## src/rtl/dual_rail_pkg.sv

```systemverilog
// Shared types for the dual-rail receiver: the Dual rail pair, the
// receiver FSM encoding and a helper that advances a Dual by one token.
package dual_rail_pkg;

    // One dual-rail bit: a transition on high signals 1, on low signals 0.
    typedef struct packed {
        logic high;
        logic low;
    } dual_t;

    localparam logic ST_COLLECT = 1'b0;
    localparam logic ST_FULL    = 1'b1;

    typedef enum logic {
        COLLECT = ST_COLLECT,
        FULL    = ST_FULL
    } state_t;

    // Returns the rail pair after writing one token of value bit_val:
    // the high rail toggles for a 1, the low rail toggles for a 0.
    function automatic dual_t dual_toggle(input dual_t cur, input logic bit_val);
        dual_t nxt;
        nxt = cur;
        if (bit_val) begin
            nxt.high = ~cur.high;
        end else begin
            nxt.low = ~cur.low;
        end
        return nxt;
    endfunction

endpackage

```

## src/rtl/dual_rail_sync.sv

```systemverilog
// Synchroniser for one Dual rail pair. Both rails get their own
// SYNC_STAGES-deep flop chain; the chain is never reset so it keeps
// flushing metastability while the receiver is held in reset.
module dual_rail_sync
    import dual_rail_pkg::*;
#(
    parameter int SYNC_STAGES = 2
) (
    input  logic  clock,
    input  dual_t rail_in,
    output dual_t rail_out
);

    logic [SYNC_STAGES-1:0] high_q;
    logic [SYNC_STAGES-1:0] high_d;
    logic [SYNC_STAGES-1:0] low_q;
    logic [SYNC_STAGES-1:0] low_d;

    // Shift each asynchronous rail one stage deeper per clock.
    always_comb begin
        high_d = {high_q[SYNC_STAGES-2:0], rail_in.high};
        low_d  = {low_q[SYNC_STAGES-2:0],  rail_in.low};
    end

    // Synchroniser flops, deliberately without reset.
    always_ff @(posedge clock) begin
        high_q <= high_d;
        low_q  <= low_d;
    end

    assign rail_out.high = high_q[SYNC_STAGES-1];
    assign rail_out.low  = low_q[SYNC_STAGES-1];

endmodule

```

## src/rtl/dual_rail_receiver.sv

```systemverilog
// Dual-rail to clocked-word receiver.
// Synchronises WIDTH transition-signalled Dual bits, waits until every bit
// has toggled relative to the last consumed rail state, presents the word
// on a valid/ready interface and toggles a 2-phase acknowledge back to the
// self-timed sender. A bit whose both rails toggled drops the word and sets
// the sticky error flag.
// Optional feature: define DUAL_RX_TIMEOUT_EN to build the partial-word
// timeout counter; without it timeout_out is tied to 0.
module dual_rail_receiver
    import dual_rail_pkg::*;
#(
    parameter int WIDTH          = 8,
    parameter int SYNC_STAGES    = 2,
    parameter int TIMEOUT_CYCLES = 1024
) (
    input  logic              clock,
    input  logic              reset,
    input  dual_t [WIDTH-1:0] dual_in,
    output logic              ack_out,
    output logic [WIDTH-1:0]  data_out,
    output logic              valid_out,
    input  logic              ready_in,
    output logic              error_out,
    output logic              timeout_out
);

    if (SYNC_STAGES < 2 || SYNC_STAGES > 4) begin : g_bad_sync
        $error("dual_rail_receiver: SYNC_STAGES must be in 2..4");
    end
    if (TIMEOUT_CYCLES < 1) begin : g_bad_timeout
        $error("dual_rail_receiver: TIMEOUT_CYCLES must be at least 1");
    end

    dual_t [WIDTH-1:0] synced;

    for (genvar g = 0; g < WIDTH; g++) begin : g_sync
        dual_rail_sync #(
            .SYNC_STAGES(SYNC_STAGES)
        ) u_sync (
            .clock    (clock),
            .rail_in  (dual_in[g]),
            .rail_out (synced[g])
        );
    end

    state_t            state_q;
    state_t            state_d;
    dual_t [WIDTH-1:0] ref_q;
    dual_t [WIDTH-1:0] ref_d;
    logic [WIDTH-1:0]  data_q;
    logic [WIDTH-1:0]  data_d;
    logic              valid_q;
    logic              valid_d;
    logic              ack_q;
    logic              ack_d;
    logic              error_q;
    logic              error_d;

    logic [WIDTH-1:0]  arrived;
    logic [WIDTH-1:0]  val;
    logic [WIDTH-1:0]  dbl;
    logic              all_arrived;
    logic              any_arrived;
    logic              any_dbl;

    // Compare the synchronised rails against the last consumed state.
    always_comb begin
        arrived = '0;
        val     = '0;
        dbl     = '0;
        for (int i = 0; i < WIDTH; i++) begin
            arrived[i] = (synced[i] != ref_q[i]);
            val[i]     = (synced[i].high != ref_q[i].high);
            dbl[i]     = (synced[i].high != ref_q[i].high) &&
                         (synced[i].low  != ref_q[i].low);
        end
        all_arrived = &arrived;
        any_arrived = |arrived;
        any_dbl     = |dbl;
    end

    // Collect/full handshake: capture or drop a complete word, then wait
    // for the consumer before collecting again.
    always_comb begin
        state_d = state_q;
        ref_d   = ref_q;
        data_d  = data_q;
        valid_d = valid_q;
        ack_d   = ack_q;
        error_d = error_q;
        case (state_q)
            COLLECT: begin
                if (all_arrived) begin
                    ref_d = synced;
                    ack_d = ~ack_q;
                    if (any_dbl) begin
                        error_d = 1'b1;
                    end else begin
                        data_d  = val;
                        valid_d = 1'b1;
                        state_d = FULL;
                    end
                end
            end
            FULL: begin
                if (valid_q && ready_in) begin
                    valid_d = 1'b0;
                    state_d = COLLECT;
                end
            end
            default: begin
                state_d = COLLECT;
            end
        endcase
    end

    // Receiver state; reset keeps re-basing the reference on the rails.
    always_ff @(posedge clock) begin
        if (reset) begin
            state_q <= COLLECT;
            ref_q   <= synced;
            data_q  <= '0;
            valid_q <= 1'b0;
            ack_q   <= 1'b0;
            error_q <= 1'b0;
        end else begin
            state_q <= state_d;
            ref_q   <= ref_d;
            data_q  <= data_d;
            valid_q <= valid_d;
            ack_q   <= ack_d;
            error_q <= error_d;
        end
    end

`ifdef DUAL_RX_TIMEOUT_EN
    localparam int CNT_W = $clog2(TIMEOUT_CYCLES + 1);
    localparam logic [CNT_W-1:0] CNT_LIMIT = CNT_W'(TIMEOUT_CYCLES);

    logic [CNT_W-1:0] cnt_q;
    logic [CNT_W-1:0] cnt_d;
    logic             timeout_q;
    logic             timeout_d;

    // Count cycles a word sits partially arrived; saturate at the limit.
    always_comb begin
        cnt_d     = '0;
        timeout_d = timeout_q;
        if (state_q == COLLECT && any_arrived && !all_arrived) begin
            cnt_d = cnt_q;
            if (cnt_q != CNT_LIMIT) begin
                cnt_d = cnt_q + CNT_W'(1);
            end
            if (cnt_d == CNT_LIMIT) begin
                timeout_d = 1'b1;
            end
        end
    end

    // Timeout counter and sticky flag.
    always_ff @(posedge clock) begin
        if (reset) begin
            cnt_q     <= '0;
            timeout_q <= 1'b0;
        end else begin
            cnt_q     <= cnt_d;
            timeout_q <= timeout_d;
        end
    end

    assign timeout_out = timeout_q;
`else
    assign timeout_out = 1'b0;
`endif

    assign ack_out   = ack_q;
    assign data_out  = data_q;
    assign valid_out = valid_q;
    assign error_out = error_q;

endmodule
```

## config.mk

```make
export PLATFORM = sky130hd
export DESIGN_NAME = dual_rail_receiver
export DESIGN_NICKNAME = d
export VERILOG_FILES = /design/src/rtl/dual_rail_pkg.sv /design/src/rtl/dual_rail_sync.sv /design/src/rtl/dual_rail_receiver.sv
export SDC_FILE = /design/constraint.sdc
export NUM_CORES = 1
export LEC_CHECK = 0
export CAP_MARGIN = 10
export CORE_MARGIN = 2
export CORE_UTILIZATION = 30
export CTS_CLUSTER_SIZE = 8
export DETAILED_ROUTE_END_ITERATION = 12
export PLACE_DENSITY = 0.5
export SETUP_SLACK_MARGIN = 0.4
export SYNTH_ARGS = -nofsm -noshare
export SYNTH_HDL_FRONTEND = slang
export SYNTH_SLANG_ARGS = --single-unit
```

## constraint.sdc

```tcl
create_clock -name clock -period 1.8 [get_ports clock]
set_clock_uncertainty 0.1 [all_clocks]
set_input_delay 0.27 -clock clock [delete_from_list [all_inputs] [get_ports clock]]
set_output_delay 0.27 -clock clock [all_outputs]
set_load 0.005 [all_outputs]
```

==> impl_metrics.toml, run 1 <==
[grt]
grt_overflow = 0
grt.total_usage_pct = 10.2
grt_max_degree = 22
antenna_found_initial = 0
grt_pass1_wl_um = 5460
first_global_vias = 1205

[critical_path]
cp_slowest_cell = "edfxtp_1"
rrSetupSlack_ns = -0.09
r2r_end = "data_out[7]$_SDFFE_PP0P_"
critPathRequiredTime_ns = 1.91
critical_path_arrival_ns = 2.00
critical_path.max_fanout = 5
reg2reg_from = "ref_q[15]$_DFFE_PP_"
cp_cell_sequence = "xnor2_2 > o22ai_1 > nor4_4 > nand3_4 > buf_12 > mux2_2"
critPathCaptureType = "flip-flop"
startpoint_type = "flip-flop"
crit_type = "reg -> reg"
cpPeakStageDelay_ns = 0.41
reg2regPathDepth = 6

[sta]
rsz0062_at_grt = "true"
clock.fmax_ghz = 0.529
hold_viol = 0
fin_setup_tns_ns = -0.644
finalSetupViolations = 8
fin_crit_sh_pct = 105
slew_viol_final = 0
fin_ws_ns = -0.0905
min_period_ns = 1.89

[clocking]
clk_pin_slew_ns = 0.06
cts_tree = "yes"
clock_path_buffers = 2
cts_num_sinks = 60
cts_htree_levels = 3
clock-root-buffer = "clkbuf_8"
numCtsBuffers = 9
cts-hold-fix-buffers = 0
clk_latency_ns = 0.33

[outcome]
violations = "setup timing"
status = "finished, violations left"

[yosys]
synth.cell_area_um2 = 1900
syn_inst = 130
synth-edff-count = 16
yosysTopAreaCellShare_pct = 46.4
synth_nets = 149
ys_seq_elements = 60
ys_async_sr_fraction_pct = 0
avgSynthCellArea_um2 = 14.6
synth-warning-count = 0
synth_most_common_cell = "dfxtp_1"
synthSimpleGateAreaFrac_pct = 9.63
synth_compound_area_share_pct = 4.75
synth_ff_type = "dfxtp_1"
synth_commonest_cells = "44 x dfxtp_1, 16 x edfxtp_1, 16 x xnor2_1"
synth.distinct_cells = 24
synth_top_family_by_area = "simple AND/OR/NAND/NOR gates"
synthAdderAreaFrac_pct = 0
yosysTopAreaCell = "dfxtp_1"
muxShareOfSynthArea_pct = 4.75
synthTopCellsByArea = "dfxtp_1 46%, edfxtp_1 25%, xnor2_1 7.4%"
ys_seq_area_share_pct = 71.8
synth_xor_area_share_pct = 7.39

[cells_and_area]
seq_area_um2 = 1360
multi_input_area_um2 = 673
finalNetCount = 200
area_delta_synth_final_pct = 45.8
final_util_pct = 45.9
fill_cells = 549
n_antenna_cell = 0
drive_gt1_share_pct = 38.2

[placement]
gp_congestion = 0.710
io_buffer_count = 29
dp_hpwl_um = 2120

[power]
p_leak_uw = 0.00117
irDropWorstVdd_mv = 0.763
p_total_uw = 3230
p_per_area_nw_per_um2 = 1170

[min_path]
hp-start = "g_sync[4].u_sync.low_q[0]$_DFF_P_"
hold_path.class = "reg -> reg"
min_to = "g_sync[4].u_sync.low_q[1]$_DFF_P_"
hold_path_depth = 0

[die]
start_util_pct = 31.5
die-area_um2 = 6970
die_h_um = 83.5
die_w_um = 83.5
core_um2 = 6030
ios = 31
rows = 28

[route]
wire_per_inst_um = 12.1
detail_route.first_pass.iterations = 5
drt_iter0_markers = 38
ant_nets = 0
drt_wl_total_um = 3160
viasPerCell = 4.16
num_vias = 1087
drc = 0

[flow_run]
maxCapViolations = 0
where the power goes:
part	switching, uW	total, uW	internal (uW)
Sequential	51.1	1530	1480
Clock	484	1340	853
Combinational	153	362	209
timing repair:
action | 4_1_cts | 5_1_grt
resized for setup | 23 | 6
endpoints found under the setup margin | 39 | 28
pin swaps | 9 | 5
hold endpoints to repair | 0 | 0
gates cloned | 0 | 1
buffers inserted | 6 | 2
sequential cells by signal (all words and copies together), names as in the netlist:
| signal | flops |
|---|---|
| ack_out | 1 |
| g_sync.u_sync.high_q | 16 |
| data_out | 8 |
| state_q | 1 |
| ref_q | 16 |
| g_sync.u_sync.low_q | 16 |
| valid_out | 1 |
| error_out | 1 |
through the flow:
step	cell area, um^2	instances	hold slack (ns)	setup WS (ns)
3_5_place_dp	2370	236	0.212	-0.125
3_3_place_gp	2370	236	0.210	-0.0872
2_1_floorplan	1970	130	0.198	0.0873
6_report	2770	261	0.226	-0.0905
5_1_grt	2770	261	0.231	-0.193
4_1_cts	2720	258	0.227	-0.0685
kinds of logic (layout without fill, tap and decap cells):
| logic type | count (synthesis) | after routing |
|---|---|---|
| buffers and inverters | 4 | 59 |
| AO/OA/AOI/OAI | 14 | 15 |
| other | 1 | 1 |
| AND/OR/NAND/NOR | 27 | 27 |
| XOR/XNOR | 16 | 16 |
| multiplexers | 8 | 8 |
| flip-flops | 60 | 60 |
metal layers:
metal,routed length [um],global-route usage [%],part of all wire [%],vias up
met1,1410,11.2,45,506
met2,1500,16.1,47,24
met3,181,4.65,5.7,8
li1,-,-,-,549
met5,0,0,0,-
met4,68,6.16,2.2,0
layout by cell type (no fill, tap or decap):
cell and n:
nand2_1 5, clkbuf_8 11, clkinvlp_4 1, o21ba_2 1, o22ai_1 1, clkinv_2 1, bufinv_16 2, nand3_4 1
a22oi_1 3, nor2_1 8, a21oi_2 3, mux2_2 8, o21ai_0 1, or3_1 1, a21o_4 1, dfxtp_1 44
xnor2_2 15, a21oi_1 1, edfxtp_1 16, clkdlybuf4s50_1 18, and4_4 1, clkbuf_1 1, o22ai_2 3, nor3_2 1
nor4_4 1, a21o_2 1, xnor2_1 1, conb_1 1, and2b_2 7, and2b_1 1, buf_12 2, buf_4 9
inv_1 1, nand4_1 1, buf_6 2, dlygate4sd2_1 11
how the worst max path moves through the flow:
stage	end	start	slack (ns)
floorplan	data_out[0]$_SDFFE_PP0P_	ref_q[1]$_DFFE_PP_	0.09
global placement	data_out[7]$_SDFFE_PP0P_	ref_q[11]$_DFFE_PP_	-0.09
detailed placement	data_out[0]$_SDFFE_PP0P_	ref_q[11]$_DFFE_PP_	-0.13
CTS	data_out[1]$_SDFFE_PP0P_	ref_q[5]$_DFFE_PP_	-0.07
global route	data_out[0]$_SDFFE_PP0P_	ref_q[5]$_DFFE_PP_	-0.19
finish	data_out[7]$_SDFFE_PP0P_	ref_q[15]$_DFFE_PP_	-0.09
cell type report:
class,instances,share of cell area (%)
clock inverters,4,2.62
inverters,1,0.136
well taps,75,3.39
clock buffers,12,5.61
multi-input cells,67,24.3
flip-flops and latches,60,49.2
repair buffers,42,14.7
worst max-delay path: cells and delay by family (launching register included):
family                 cells  cell delay [ns]
buffers and inverters      1             0.16
AO/OA/AOI/OAI              1             0.16
multiplexers               1             0.27
AND/OR/NAND/NOR            2             0.48
XOR/XNOR                   1             0.21
flip-flops                 1             0.41
No activity file was read; power rests on OpenSTA's default activity.
==> run 2, diff against run 1 <==
- CORE_ASPECT_RATIO: unset -> 0.9
- PLACE_DENSITY: 0.5 -> 0.48
- SLEW_MARGIN: unset -> 30
- clock period: 1.8 -> 2.3 ns (I/O delays scaled with it)
==> run 2 against run 1 <==
Compared with the run above: the run now ends clean; design area shrank 7.7%; via count shrank 4.6%; register-to-register slack gained 0.50 ns; non-clock buffer count shrank 9; fmax is essentially flat; worst setup slack gained 0.50 ns; die area is essentially flat; critical path type unchanged; critical endpoint is now data_out[0]$_SDFFE_PP0P_; largest cell class unchanged; highest routed layer unchanged.
==> impl_metrics.toml, run 2 (synthesis gave the netlist of run 1 again) <==
[outcome]
status = "complete, no violations"

[critical_path]
critical_path_arrival_ns = 2.01
startpoint_type = "flip-flop"
crit_type = "reg -> reg"
critical_path.max_fanout = 10
critPathRequiredTime_ns = 2.42
critPathCaptureType = "flip-flop"

[route]
viasPerCell = 3.94
num_vias = 1037
wire_per_inst_um = 11.3
drt_wl_total_um = 2960
drc = 0
drt_iter0_markers = 43
detail_route.first_pass.iterations = 4
ant_nets = 0

[sta]
fin_setup_tns_ns = 0
slew_viol_final = 0
clock.fmax_ghz = 0.529
hold_viol = 0
rsz0062_at_grt = "true"
fin_crit_sh_pct = 82.2
finalSetupViolations = 0
min_period_ns = 1.89

[cells_and_area]
n_antenna_cell = 0
final_common_cell = "dfxtp_1"
top_regs = "g_sync.u_sync.high_q x16, g_sync.u_sync.low_q x16, ref_q x16"
area_delta_synth_final_pct = 34.6
finalNetCount = 190
drive_gt1_share_pct = 27.8
mostFrequentLayoutCells = "44 x dfxtp_1, 29 x clkdlybuf4s50_1, 16 x edfxtp_1, 11 x xnor2_2, 9 x clkbuf_8"

[placement]
io_buffer_count = 29
gp_congestion = 0.684
dp_hpwl_um = 2120

[power]
p_total_uw = 2180
irDropWorstVdd_mv = 0.347
p_per_area_nw_per_um2 = 854
p_leak_uw = 0.000998

[min_path]
hold_path.class = "reg -> reg"

[die]
ios = 31
die_h_um = 79.4
start_util_pct = 31.0
die_w_um = 87.8
rows = 27
core_um2 = 6110
die-area_um2 = 6980

[grt]
grt_overflow = 0
grt.total_usage_pct = 9.70
grt_max_degree = 17
first_global_vias = 1024
antenna_found_initial = 0
grt_pass1_wl_um = 4690

[clocking]
cts_htree_levels = 3
cts_num_sinks = 60
clk_pin_slew_ns = 0.07
clk_latency_ns = 0.33
clock-root-buffer = "clkbuf_8"
numCtsBuffers = 9
cts_tree = "yes"
clock_path_buffers = 2

[flow_run]
maxCapViolations = 0
## run 2: changes by cell type in the layout (fill, tap and decap cells not counted), moves of 4 or more
cell and delta:
clkdlybuf4s50_1 +11, xnor2_1 +4, dlygate4sd2_1 -11, buf_4 -6, xnor2_2 -4
## run 2: worst paths after layout
check	startpoint	endpoint	slack [ns]	depth (start not counted)
worst max-delay path	ref_q[5]$_DFFE_PP_	data_out[0]$_SDFFE_PP0P_	0.41	5
worst max register to register	ref_q[5]$_DFFE_PP_	data_out[0]$_SDFFE_PP0P_	0.41	5
worst min register to register	g_sync[1].u_sync.low_q[0]$_DFF_P_	g_sync[1].u_sync.low_q[1]$_DFF_P_	0.22	0
worst min-delay path	g_sync[1].u_sync.low_q[0]$_DFF_P_	g_sync[1].u_sync.low_q[1]$_DFF_P_	0.22	0
## run 2: critical path, cell delays in order (launching register included)
cell and delay, ns:
edfxtp_1 0.41, xnor2_2 0.22, o22ai_1 0.16, nor4_4 0.37, nand3_4 0.19, mux2_2 0.33
## run 2: metrics by stage
| stage | instances | worst slack, ns | hold WS [ns] | instance area, um^2 | util (%) |
|---|---|---|---|---|---|
| after floorplan | 130 | 0.430 | 0.210 | 1900 | - |
| after global placement | 246 | 0.364 | 0.210 | 2290 | 37.5 |
| after detailed placement | 246 | 0.342 | 0.212 | 2290 | 37.5 |
| after CTS | 262 | 0.400 | 0.220 | 2510 | 41.1 |
| after global routing | 263 | 0.337 | 0.229 | 2550 | 41.8 |
| final | 263 | 0.409 | 0.218 | 2550 | 41.8 |
## run 2: area by class of cell
type                    count  area (um^2)
flip-flops and latches     60         1360
repair buffers             33          324
clock buffers              10          128
clock inverters             6         31.3
multi-input cells          66          597
well taps                  87          109
fillers                   573         3560
inverters                   1         3.75
## run 2: where the power goes
| part | switching (uW) | internal (uW) | total [uW] |
|---|---|---|---|
| clock | 378 | 378 | 757 |
| combinational | 102 | 129 | 231 |
| sequential | 36.3 | 1160 | 1190 |
| total | 516 | 1660 | 2180 |
## run 2: layer usage
metal | vias to the layer above | wire length (um) | global-route usage, %
met5 | - | 0 | 0
met4 | 0 | 74 | 7.38
met3 | 6 | 176 | 5.07
met2 | 25 | 1370 | 14.2
met1 | 479 | 1350 | 10.5
li1 | 527 | - | -
## run 2: timing repair
action / CTS / global route
endpoints found under the setup margin: 24 / 24
resized for setup: 9 / 5
gates cloned: 0 / 0
hold buffers: 0 / 0
pin swaps: 3 / 1
buffers inserted: 0 / 1
==> run 3, diff against run 2 <==
- clock period: 2.3 -> 1.9 ns (I/O delays scaled with it)
==> run 3 against run 2 <==
Compared with the run above: worst setup slack worse by 0.30 ns; via count grew 1.4%; first-iteration DRC count up 40%; total power increased by 24%; count of clock-buffer cells in the layout rose by 1; sequential power increased by 21%; global-route usage fell by 0.24 points; final cell count is 1.5% higher; largest cell class unchanged; largest power group unchanged.
==> impl_metrics.toml, run 3 (synthesis gave the netlist of run 1 again) <==
[outcome]
status = "complete, no violations"

[route]
viasPerCell = 3.94
ant_nets = 0
wire_per_inst_um = 11.0
drt_wl_total_um = 2950
drt_iter0_markers = 60
num_vias = 1052
drc = 0
detail_route.first_pass.iterations = 3

[cells_and_area]
finalNetCount = 196
area_delta_synth_final_pct = 38.4
final_util_pct = 42.9
drive_gt1_share_pct = 31.7
top_regs = "g_sync.u_sync.high_q x16, g_sync.u_sync.low_q x16, ref_q x16"
n_antenna_cell = 0
mostFrequentLayoutCells = "42 x dfxtp_1, 18 x clkdlybuf4s50_1, 16 x edfxtp_1, 11 x clkbuf_8, 11 x dlygate4sd2_1"
fin_area_um2 = 2630
final_common_cell = "dfxtp_1"
fill_cells = 561

[power]
power.switching_uw = 606
clkPwrFrac_pct = 34.9
irDropWorstVdd_mv = 0.424
pwr-share-seq_pct = 53.5
p_int_uw = 2090
power_frac_comb_pct = 11.6
swShare_pct = 22.5
p_per_area_nw_per_um2 = 1030
p_leak_uw = 0.00108

[placement]
placed_area_um2 = 2370
dp_hpwl_um = 2030
gp_congestion = 0.667
io_buffer_count = 29

[clocking]
numCtsBuffers = 9
clk_latency_ns = 0.32
cts_htree_levels = 3
cts-hold-fix-buffers = 0
clock_path_buffers = 2
clock-root-buffer = "clkbuf_8"
cts_tree = "yes"
cts_num_sinks = 60
clk_pin_slew_ns = 0.06

[critical_path]
crit_type = "reg -> reg"
critPathCaptureType = "flip-flop"
critPathRequiredTime_ns = 2.02
startpoint_type = "flip-flop"
cpPeakStageDelay_ns = 0.40
critical_path.max_fanout = 5
critical_path_arrival_ns = 1.91
cp_slowest_cell = "edfxtp_1"
cp_cell_sequence = "xnor2_2 > o22ai_1 > nor4_4 > buf_4 > nand3_4 > mux2_2"

[die]
die-area_um2 = 6980
die_w_um = 87.8
core_um2 = 6110
ios = 31
die_h_um = 79.4
start_util_pct = 31.0
rows = 27

[grt]
first_global_vias = 1028
grt_max_degree = 23
grt_overflow = 0
grt.total_usage_pct = 9.46
grt_pass1_wl_um = 4710
antenna_found_initial = 0

[sta]
fin_setup_tns_ns = 0
finalSetupViolations = 0
min_period_ns = 1.79
hold_viol = 0
clock.fmax_ghz = 0.558
slew_viol_final = 0
fin_crit_sh_pct = 94.3
rsz0062_at_grt = "true"

[flow_run]
maxCapViolations = 0

[min_path]
hold_path.class = "reg -> reg"
run 3: worst paths after layout:
path,start,endpoint,slack [ns],depth (start not counted)
setup / recovery,ref_q[5]$_DFFE_PP_,data_out[0]$_SDFFE_PP0P_,0.11,6
hold / removal,g_sync[1].u_sync.low_q[0]$_DFF_P_,g_sync[1].u_sync.low_q[1]$_DFF_P_,0.22,0
setup reg to reg,ref_q[5]$_DFFE_PP_,data_out[0]$_SDFFE_PP0P_,0.11,6
hold reg to reg,g_sync[1].u_sync.low_q[0]$_DFF_P_,g_sync[1].u_sync.low_q[1]$_DFF_P_,0.22,0
run 3: layout make-up:
class	instances	area, um^2	area share, %
Timing Repair Buffer	37	353	13.4
Tap cell	87	109	4.15
Clock inverter	3	13.8	0.524
Clock buffer	11	151	5.77
Inverter	1	3.75	0.143
Multi-Input combinational cell	68	631	24.0
Sequential cell	60	1360	52.0
run 3: repair_timing:
item	in CTS	in global routing
buffers inserted	4	1
pin swaps	8	4
resized for setup	16	4
gates cloned	2	0
setup endpoints to repair	39	28
run 3: power groups by stage:
| stage | logic (uW) | clock network [uW] | registers, uW |
|---|---|---|---|
| after floorplan | 179 | 0 | 1460 |
| after global placement | 278 | 0 | 1470 |
| after detailed placement | 281 | 0 | 1470 |
| after CTS | 306 | 981 | 1450 |
| after global routing | 337 | 1040 | 1450 |
| final | 313 | 941 | 1440 |
run 3: per-stage QoR:
stage          hold slack [ns]  setup WS [ns]  instances  total power [uW]
3_5_place_dp             0.212        -0.0197        246              1750
4_1_cts                  0.223         0.0228        266              2730
6_report                 0.223          0.108        267              2700
3_3_place_gp             0.210         0.0180        246              1750
5_1_grt                  0.227       -0.00374        267              2830
2_1_floorplan            0.210          0.187        130              1640
run 3: worst max-delay path, delay by kind of cell (launching register included):
family          cells  cell delay [ns]
flops               1             0.40
simple gates        2             0.37
mux                 1             0.29
xor+xnor            1             0.19
buf+inv             1             0.18
compound gates      1             0.16
run 3: per-layer routing:
metal / routed length [um] / global-route usage (%) / up-vias / part of all wire, %
li1: - / - / 544 / -
met1: 1380 / 10.9 / 471 / 47
met2: 1320 / 13.7 / 27 / 45
met3: 163 / 4.24 / 10 / 5.5
met4: 80 / 6.92 / 0 / 2.7
met5: 0 / 0 / - / 0
